File: src/rtl/bridge_pkg.sv
// bridge_pkg: shared AHB encodings, APB slave address map and controller states
package bridge_pkg;
  localparam logic [1:0] HT_IDLE   = 2'b00;
  localparam logic [1:0] HT_BUSY   = 2'b01;
  localparam logic [1:0] HT_NONSEQ = 2'b10;
  localparam logic [1:0] HT_SEQ    = 2'b11;
  localparam logic [31:0] S0_LO = 32'h8000_0000;
  localparam logic [31:0] S1_LO = 32'h8400_0000;
  localparam logic [31:0] S2_LO = 32'h8800_0000;
  localparam logic [31:0] S2_HI = 32'h8C00_0000;
  localparam logic [2:0] ST_IDLE     = 3'd0;
  localparam logic [2:0] ST_WWAIT    = 3'd1;
  localparam logic [2:0] ST_READ     = 3'd2;
  localparam logic [2:0] ST_WRITE    = 3'd3;
  localparam logic [2:0] ST_WRITEP   = 3'd4;
  localparam logic [2:0] ST_RENABLE  = 3'd5;
  localparam logic [2:0] ST_WENABLE  = 3'd6;
  localparam logic [2:0] ST_WENABLEP = 3'd7;
  function automatic logic [2:0] sel_of(input logic [31:0] a);
    return (a >= S0_LO && a < S1_LO) ? 3'b001 :
           (a >= S1_LO && a < S2_LO) ? 3'b010 :
           (a >= S2_LO && a < S2_HI) ? 3'b100 : 3'b000;
  endfunction
endpackage

File: src/rtl/bridge_if.sv
// bridge_if: AHB-Lite slave side and APB master side signals of the bridge
interface bridge_if;
  logic        Hwrite;
  logic        Hreadyin;
  logic [31:0] Hwdata;
  logic [31:0] Haddr;
  logic [1:0]  Htrans;
  logic [31:0] Prdata;
  logic        Penable;
  logic        Pwrite;
  logic [2:0]  Pselx;
  logic [31:0] Paddr;
  logic [31:0] Pwdata;
  logic        Hreadyout;
  logic [1:0]  Hresp;
  logic [31:0] Hrdata;
  modport master (
    output Hwrite, Hreadyin, Hwdata, Haddr, Htrans, Prdata,
    input  Penable, Pwrite, Pselx, Paddr, Pwdata, Hreadyout, Hresp, Hrdata
  );
  modport slave (
    input  Hwrite, Hreadyin, Hwdata, Haddr, Htrans, Prdata,
    output Penable, Pwrite, Pselx, Paddr, Pwdata, Hreadyout, Hresp, Hrdata
  );
endinterface

File: src/rtl/bridge_ahb_slave_if.sv
// ahb_slave_if: AHB address/data pipeline, transfer qualification and slave decode
module ahb_slave_if
  import bridge_pkg::*;
(
  input  logic        Hclk,
  input  logic        Hresetin,
  input  logic        Hwrite,
  input  logic        Hreadyin,
  input  logic [1:0]  Htrans,
  input  logic [31:0] Haddr,
  input  logic [31:0] Hwdata,
  output logic        valid,
  output logic        Hwritereg,
  output logic [31:0] Haddr1,
  output logic [31:0] Haddr2,
  output logic [31:0] Hwdata1,
  output logic [2:0]  tempselx
);
  always_ff @(posedge Hclk or negedge Hresetin)
    if (!Hresetin) begin
      Haddr1    <= '0;
      Haddr2    <= '0;
      Hwdata1   <= '0;
      Hwritereg <= 1'b0;
    end else begin
      Haddr1    <= Haddr;
      Haddr2    <= Haddr1;
      Hwdata1   <= Hwdata;
      Hwritereg <= Hwrite;
    end
  always_comb begin
    tempselx = sel_of(Haddr);
    valid    = Hreadyin && (Htrans == HT_NONSEQ || Htrans == HT_SEQ) && Haddr >= S0_LO && Haddr < S2_HI;
  end
endmodule

File: src/rtl/bridge_apb_controller.sv
// apb_controller: two-phase APB sequencer with registered APB outputs and AHB stall
module apb_controller
  import bridge_pkg::*;
(
  input  logic        Hclk,
  input  logic        Hresetin,
  input  logic        valid,
  input  logic        Hwrite,
  input  logic        Hwritereg,
  input  logic [31:0] Haddr,
  input  logic [31:0] Haddr1,
  input  logic [31:0] Haddr2,
  input  logic [31:0] Hwdata,
  input  logic [31:0] Hwdata1,
  input  logic [2:0]  tempselx,
  output logic        Penable,
  output logic        Pwrite,
  output logic [2:0]  Pselx,
  output logic [31:0] Paddr,
  output logic [31:0] Pwdata,
  output logic        Hreadyout
);
  logic [2:0] state, next;
  always_comb begin
    next = ST_IDLE;
    case (state)
      ST_IDLE, ST_RENABLE, ST_WENABLE: next = !valid ? ST_IDLE : Hwrite ? ST_WWAIT : ST_READ;
      ST_WWAIT:    next = valid ? ST_WRITEP : ST_WRITE;
      ST_READ:     next = ST_RENABLE;
      ST_WRITE:    next = valid ? ST_WENABLEP : ST_WENABLE;
      ST_WRITEP:   next = ST_WENABLEP;
      ST_WENABLEP: next = !Hwritereg ? ST_READ : valid ? ST_WRITEP : ST_WRITE;
      default:     next = ST_IDLE;
    endcase
  end
  // outputs are loaded on the transition into the next state
  always_ff @(posedge Hclk or negedge Hresetin)
    if (!Hresetin) begin
      state     <= ST_IDLE;
      Paddr     <= '0;
      Pwdata    <= '0;
      Pwrite    <= 1'b0;
      Penable   <= 1'b0;
      Pselx     <= '0;
      Hreadyout <= 1'b1;
    end else begin
      state <= next;
      case (next)
        ST_READ: begin
          Paddr     <= Haddr;
          Pwrite    <= 1'b0;
          Pselx     <= tempselx;
          Penable   <= 1'b0;
          Hreadyout <= 1'b0;
        end
        ST_WRITE, ST_WRITEP: begin
          Paddr     <= state == ST_WWAIT ? Haddr1 : Haddr2;
          Pwdata    <= state == ST_WWAIT ? Hwdata : Hwdata1;
          Pwrite    <= 1'b1;
          Pselx     <= tempselx;
          Penable   <= 1'b0;
          Hreadyout <= 1'b0;
        end
        ST_RENABLE, ST_WENABLE, ST_WENABLEP: begin
          Penable   <= 1'b1;
          Hreadyout <= 1'b1;
        end
        default: begin
          Pselx     <= '0;
          Penable   <= 1'b0;
          Hreadyout <= 1'b1;
        end
      endcase
    end
endmodule

File: src/rtl/bridge_top.sv
// bridge_top: AHB-Lite to APB bridge for three APB peripherals
module bridge_top
  import bridge_pkg::*;
(
  input logic     Hclk,
  input logic     Hresetin,
  bridge_if.slave bus
);
  logic        valid, Hwritereg;
  logic [31:0] Haddr1, Haddr2, Hwdata1;
  logic [2:0]  tempselx;
  ahb_slave_if u_ahb (
    .Hclk(Hclk), .Hresetin(Hresetin), .Hwrite(bus.Hwrite), .Hreadyin(bus.Hreadyin),
    .Htrans(bus.Htrans), .Haddr(bus.Haddr), .Hwdata(bus.Hwdata), .valid(valid),
    .Hwritereg(Hwritereg), .Haddr1(Haddr1), .Haddr2(Haddr2), .Hwdata1(Hwdata1),
    .tempselx(tempselx)
  );
  apb_controller u_apb (
    .Hclk(Hclk), .Hresetin(Hresetin), .valid(valid), .Hwrite(bus.Hwrite),
    .Hwritereg(Hwritereg), .Haddr(bus.Haddr), .Haddr1(Haddr1), .Haddr2(Haddr2),
    .Hwdata(bus.Hwdata), .Hwdata1(Hwdata1), .tempselx(tempselx), .Penable(bus.Penable),
    .Pwrite(bus.Pwrite), .Pselx(bus.Pselx), .Paddr(bus.Paddr), .Pwdata(bus.Pwdata),
    .Hreadyout(bus.Hreadyout)
  );
  assign bus.Hresp  = 2'b00;
  assign bus.Hrdata = bus.Prdata;
endmodule

File: src/flat_wrapper.sv
// flat-port wrapper written by rule: the top's interface ports become plain ports
module bridge_top_flat import bridge_pkg::*;
  (Hclk, Hresetin, bus_Hwrite, bus_Hreadyin, bus_Hwdata, bus_Haddr, bus_Htrans, bus_Prdata, bus_Penable, bus_Pwrite, bus_Pselx, bus_Paddr, bus_Pwdata, bus_Hreadyout, bus_Hresp, bus_Hrdata);
  bridge_if bus_i ();
  input logic Hclk;
  input logic Hresetin;
  input wire logic [$bits(bus_i.Hwrite)-1:0] bus_Hwrite;
  input wire logic [$bits(bus_i.Hreadyin)-1:0] bus_Hreadyin;
  input wire logic [$bits(bus_i.Hwdata)-1:0] bus_Hwdata;
  input wire logic [$bits(bus_i.Haddr)-1:0] bus_Haddr;
  input wire logic [$bits(bus_i.Htrans)-1:0] bus_Htrans;
  input wire logic [$bits(bus_i.Prdata)-1:0] bus_Prdata;
  output wire logic [$bits(bus_i.Penable)-1:0] bus_Penable;
  output wire logic [$bits(bus_i.Pwrite)-1:0] bus_Pwrite;
  output wire logic [$bits(bus_i.Pselx)-1:0] bus_Pselx;
  output wire logic [$bits(bus_i.Paddr)-1:0] bus_Paddr;
  output wire logic [$bits(bus_i.Pwdata)-1:0] bus_Pwdata;
  output wire logic [$bits(bus_i.Hreadyout)-1:0] bus_Hreadyout;
  output wire logic [$bits(bus_i.Hresp)-1:0] bus_Hresp;
  output wire logic [$bits(bus_i.Hrdata)-1:0] bus_Hrdata;
  assign bus_i.Hwrite = bus_Hwrite;
  assign bus_i.Hreadyin = bus_Hreadyin;
  assign bus_i.Hwdata = bus_Hwdata;
  assign bus_i.Haddr = bus_Haddr;
  assign bus_i.Htrans = bus_Htrans;
  assign bus_i.Prdata = bus_Prdata;
  assign bus_Penable = bus_i.Penable;
  assign bus_Pwrite = bus_i.Pwrite;
  assign bus_Pselx = bus_i.Pselx;
  assign bus_Paddr = bus_i.Paddr;
  assign bus_Pwdata = bus_i.Pwdata;
  assign bus_Hreadyout = bus_i.Hreadyout;
  assign bus_Hresp = bus_i.Hresp;
  assign bus_Hrdata = bus_i.Hrdata;
  bridge_top u_core (.Hclk(Hclk), .Hresetin(Hresetin), .bus(bus_i));
endmodule
File: config.mk
export PLATFORM = sky130hd
export DESIGN_NAME = bridge_top_flat
export DESIGN_NICKNAME = d
export VERILOG_FILES = /design/src/rtl/bridge_pkg.sv /design/src/rtl/bridge_if.sv /design/src/rtl/bridge_ahb_slave_if.sv /design/src/rtl/bridge_apb_controller.sv /design/src/rtl/bridge_top.sv /design/src/flat_wrapper.sv
export SDC_FILE = /design/constraint.sdc
export NUM_CORES = 1
export LEC_CHECK = 0
export ABC_AREA = 1
export BUFFER_PORTS_ARGS = -buffer_cell sky130_fd_sc_hd__buf_4
export CAP_MARGIN = 25
export CORE_MARGIN = 1
export CORE_UTILIZATION = 55
export CTS_BUF_LIST = sky130_fd_sc_hd__clkbuf_16
export CTS_CLUSTER_SIZE = 30
export DETAILED_ROUTE_END_ITERATION = 12
export PLACE_DENSITY_LB_ADDON = 0.15
export SYNTH_ARGS = -nofsm -noshare
export SYNTH_HDL_FRONTEND = slang
export SYNTH_SLANG_ARGS = --single-unit
File: constraint.sdc
create_clock -name Hclk -period 4.7 [get_ports Hclk]
set_clock_uncertainty 0.15 [all_clocks]
set_input_delay 0.235 -clock Hclk [delete_from_list [all_inputs] [get_ports Hclk]]
set_output_delay 0.235 -clock Hclk [all_outputs]
set_load 0.02 [all_outputs]
==> flow_summary_export.csv <==
group,metric,value,unit
run_status,status,"finished clean",
sta,min_period_over_period,55.0,%
cts,cts.sink_count,170,
power_and_ir_drop,sw_frac_of_total,40.7,%
final_layout,layout-drive-gt1-share,20.7,%
sta,fmax,0.387,GHz
critical_path,critPathCaptureType,"flop",
die,die_area,12800,sq um
final_layout,final_common_cell,"nand2_1",
route,drt-total-wl,15.8,mm
power_and_ir_drop,ir_drop,0.490,mV
yosys,synth.avg_cell_area,9.40,sq um
sta,setup_viol,0,
cts,clock_path_buffers,2,
power_and_ir_drop,leakagePower,4.50,nW
die,die_h,113,um
yosys,synthArstFlopShare,100,%
flow_run,drv_cap,0,
power_and_ir_drop,p_comb_share,43.3,%
cts,cts_setup_buffers,0,
power_and_ir_drop,powerDensity,666,nW/um^2
sta,slew_headroom,35.8,%
final_layout,n_antenna_cell,0,
yosys,ys_types,24,
critical_path,setup.worst_path.class,"flop to flop",
critical_path,crit_path_start_kind,"flop",
critical_path,cp_max_fo,37,
final_layout,fin_util,73.2,%
sta,worst_pin_slew,0.960,ns
cts,htree_levels,4,
die,core_area,12000,sq um
sta,hold_viol_final,0,
power_and_ir_drop,pwr-share-seq,34.5,%
yosys,synth_edf_count,0,
route,firstDrtPassIters,5,
power_and_ir_drop,clockPowerShare,22.2,%
die,io_pins,206,
yosys,synth_top_area_share,62.5,%
cts,cts_tree,"done",
sta,report.final.slew_viol_count,0,
critical_path,worst-r2r-setup-slack,2.12,ns
global_route,grt_pass1_vias,5329,
power_and_ir_drop,p_int,3.47,mW
place,dpl_worst_slack,1.93,ns
final_layout,area_growth,29.8,%
sta,rsz0062_at_grt,"no",
yosys,synth-seq-area-share,62.8,%
yosys,ys_top_cells_by_area,"dfrtp_1, nand2_1, buf_4, a31oi_1, nand3_1",
sta,layout_setup_ws,2.12,ns
min_path,hp-class,"input pin to asynchronous set/reset pin",
global_route,grt_pass1_wl,25.8,mm
route,vias,5353,
sta,setup_tns,0,ns
critical_path,crit_required,4.91,ns
global_route,grt_max_degree,127,
critical_path,cp.arrival,2.79,ns
place,portBuffers,138,
place,dp_hpwl,8.96,mm
yosys,yosysTopAreaCell,"dfrtp_1",
route,drtIter0Drc,528,
global_route,groute.usage.overall,26.3,%
cts,clkTransAtPathRegs,0.06,ns
die,initial_utilization,56.4,%
route,vias_per_cell,5.15,
place,routabilityCongestion,0.774,
power_and_ir_drop,p_switching,2.38,mW
cts,cts_made_buffers,17,
global_route,antenna_found_initial,0,
yosys,synth_area,6770,sq um
yosys,synth_ff_type,"dfrtp_1",
cts,clock-root-buffer,"clkbuf_16",
yosys,synth_cells,720,
global_route,grt_overflow_total,0,
route,wl_per_cell,15.2,um
die,rows,40,
route,ant_nets,0,
yosys,ys_ff_latch,170,
die,die_width,113,um
route,drc,0,
cts,clk_latency,0.42,ns
final_layout,layout.nets,981,
sta,fin_crit,2.58,ns
final_layout,layout_common_cells,"nand2_1, dfrtp_1, buf_4",
yosys,ys.warnings.count,0,
==> layout make-up <==
class	instances	area, sq um
sequential	170	4260
fill	870	3220
multi-input combinational	469	1980
timing repair buffer	210	1790
clock buffer	17	425
tap	147	184
clock inverter	15	119
inverter	11	41.3
==> synth_stat cells (2+ instances only) <==
cell      instances
nand3b_1          3
buf_6             5
nor2_1           36
buf_2            17
inv_2             5
a31oi_1          32
inv_1             6
a21oi_1           3
nand3_2           3
nand2_1         338
o21ai_0           2
dfrtp_1         169
nand3_1          40
nand2_4           2
buf_4            49
nand2_2           2
==> critical path, cell delays in order, from the launching register on <==
cell	delay, ns
dfrtp_1	0.46
inv_2	0.08
nand3_2	0.10
buf_4	0.28
inv_2	0.45
buf_4	0.48
nand2_1	0.09
nand2_1	0.07
nand2_1	0.05
nand2_1	0.09
nand3_1	0.08
nand2_1	0.11
==> flip-flops by register name (all words and copies together) (netlist names) <==
name	cells
u_core.u_ahb.Hwdata1	32
u_core.u_apb.Paddr	32
u_core.u_apb.Hreadyout	1
u_core.u_apb.Pwrite	1
u_core.u_apb.Pselx	3
u_core.u_ahb.Hwritereg	1
u_core.u_ahb.Haddr2	32
u_core.u_apb.state	3
u_core.u_ahb.Haddr1	32
u_core.u_apb.Pwdata	32
u_core.u_apb.Penable	1
==> logic make-up after synthesis <==
family / Yosys count / synth area share (%)
and+or+nand+nor: 429 / 25.5
DFF: 170 / 62.8
buffers and inverters: 82 / 8.13
AOI/OAI and AO/OA: 38 / 3.46
other: 1 / 0.0554
==> per-stage QoR <==
stage	instance area, sq um	hold slack (ns)	power [mW]	std cells
CTS	8730	0.221	5.85	1037
floorplan	6780	-0.211	3.78	721
detailed placement	7530	0.205	4.50	939
finish	8790	0.0946	5.86	1039
global placement	7530	0.203	4.43	939
global route	8790	0.111	6.25	1039
==> power by group through the flow <==
stage | Sequential [mW] | Clock (mW) | Combinational [mW]
after floorplan | 2.36 | 0 | 1.42
after global placement | 2.02 | 0 | 2.40
after detailed placement | 2.04 | 0 | 2.46
after CTS | 2.02 | 1.32 | 2.51
after global routing | 2.06 | 1.38 | 2.81
final | 2.02 | 1.30 | 2.54
==> final timing paths <==
kind,from,to,cells after the start
min,Hresetin,u_core.u_ahb.Hwdata1[16],2
max,u_core.u_apb.state[2],u_core.u_apb.Paddr[23],11
min reg2reg,u_core.u_ahb.Haddr1[3],u_core.u_ahb.Haddr2[3],0
max in group asynchronous,Hresetin,u_core.u_apb.Pwdata[30],4
min in group Hclk,u_core.u_ahb.Haddr1[3],u_core.u_ahb.Haddr2[3],0
max reg2reg,u_core.u_apb.state[2],u_core.u_apb.Paddr[23],11
==> repair_timing <==
| item | CTS | global route |
|---|---|---|
| hold buffers | 66 | 0 |
| endpoints found under the hold margin | 237 | 0 |
| gates resized for setup | 0 | 0 |
==> per-layer routing <==
layer  vias up  wire [um]  track usage (%)
met1      2638       6540             32.4
met2       152       8300             45.9
met5         -          0                0
met3        24        755             6.37
li1       2539          -                -
met4         0        196             8.25
No activity file was read; power rests on OpenSTA's default activity.
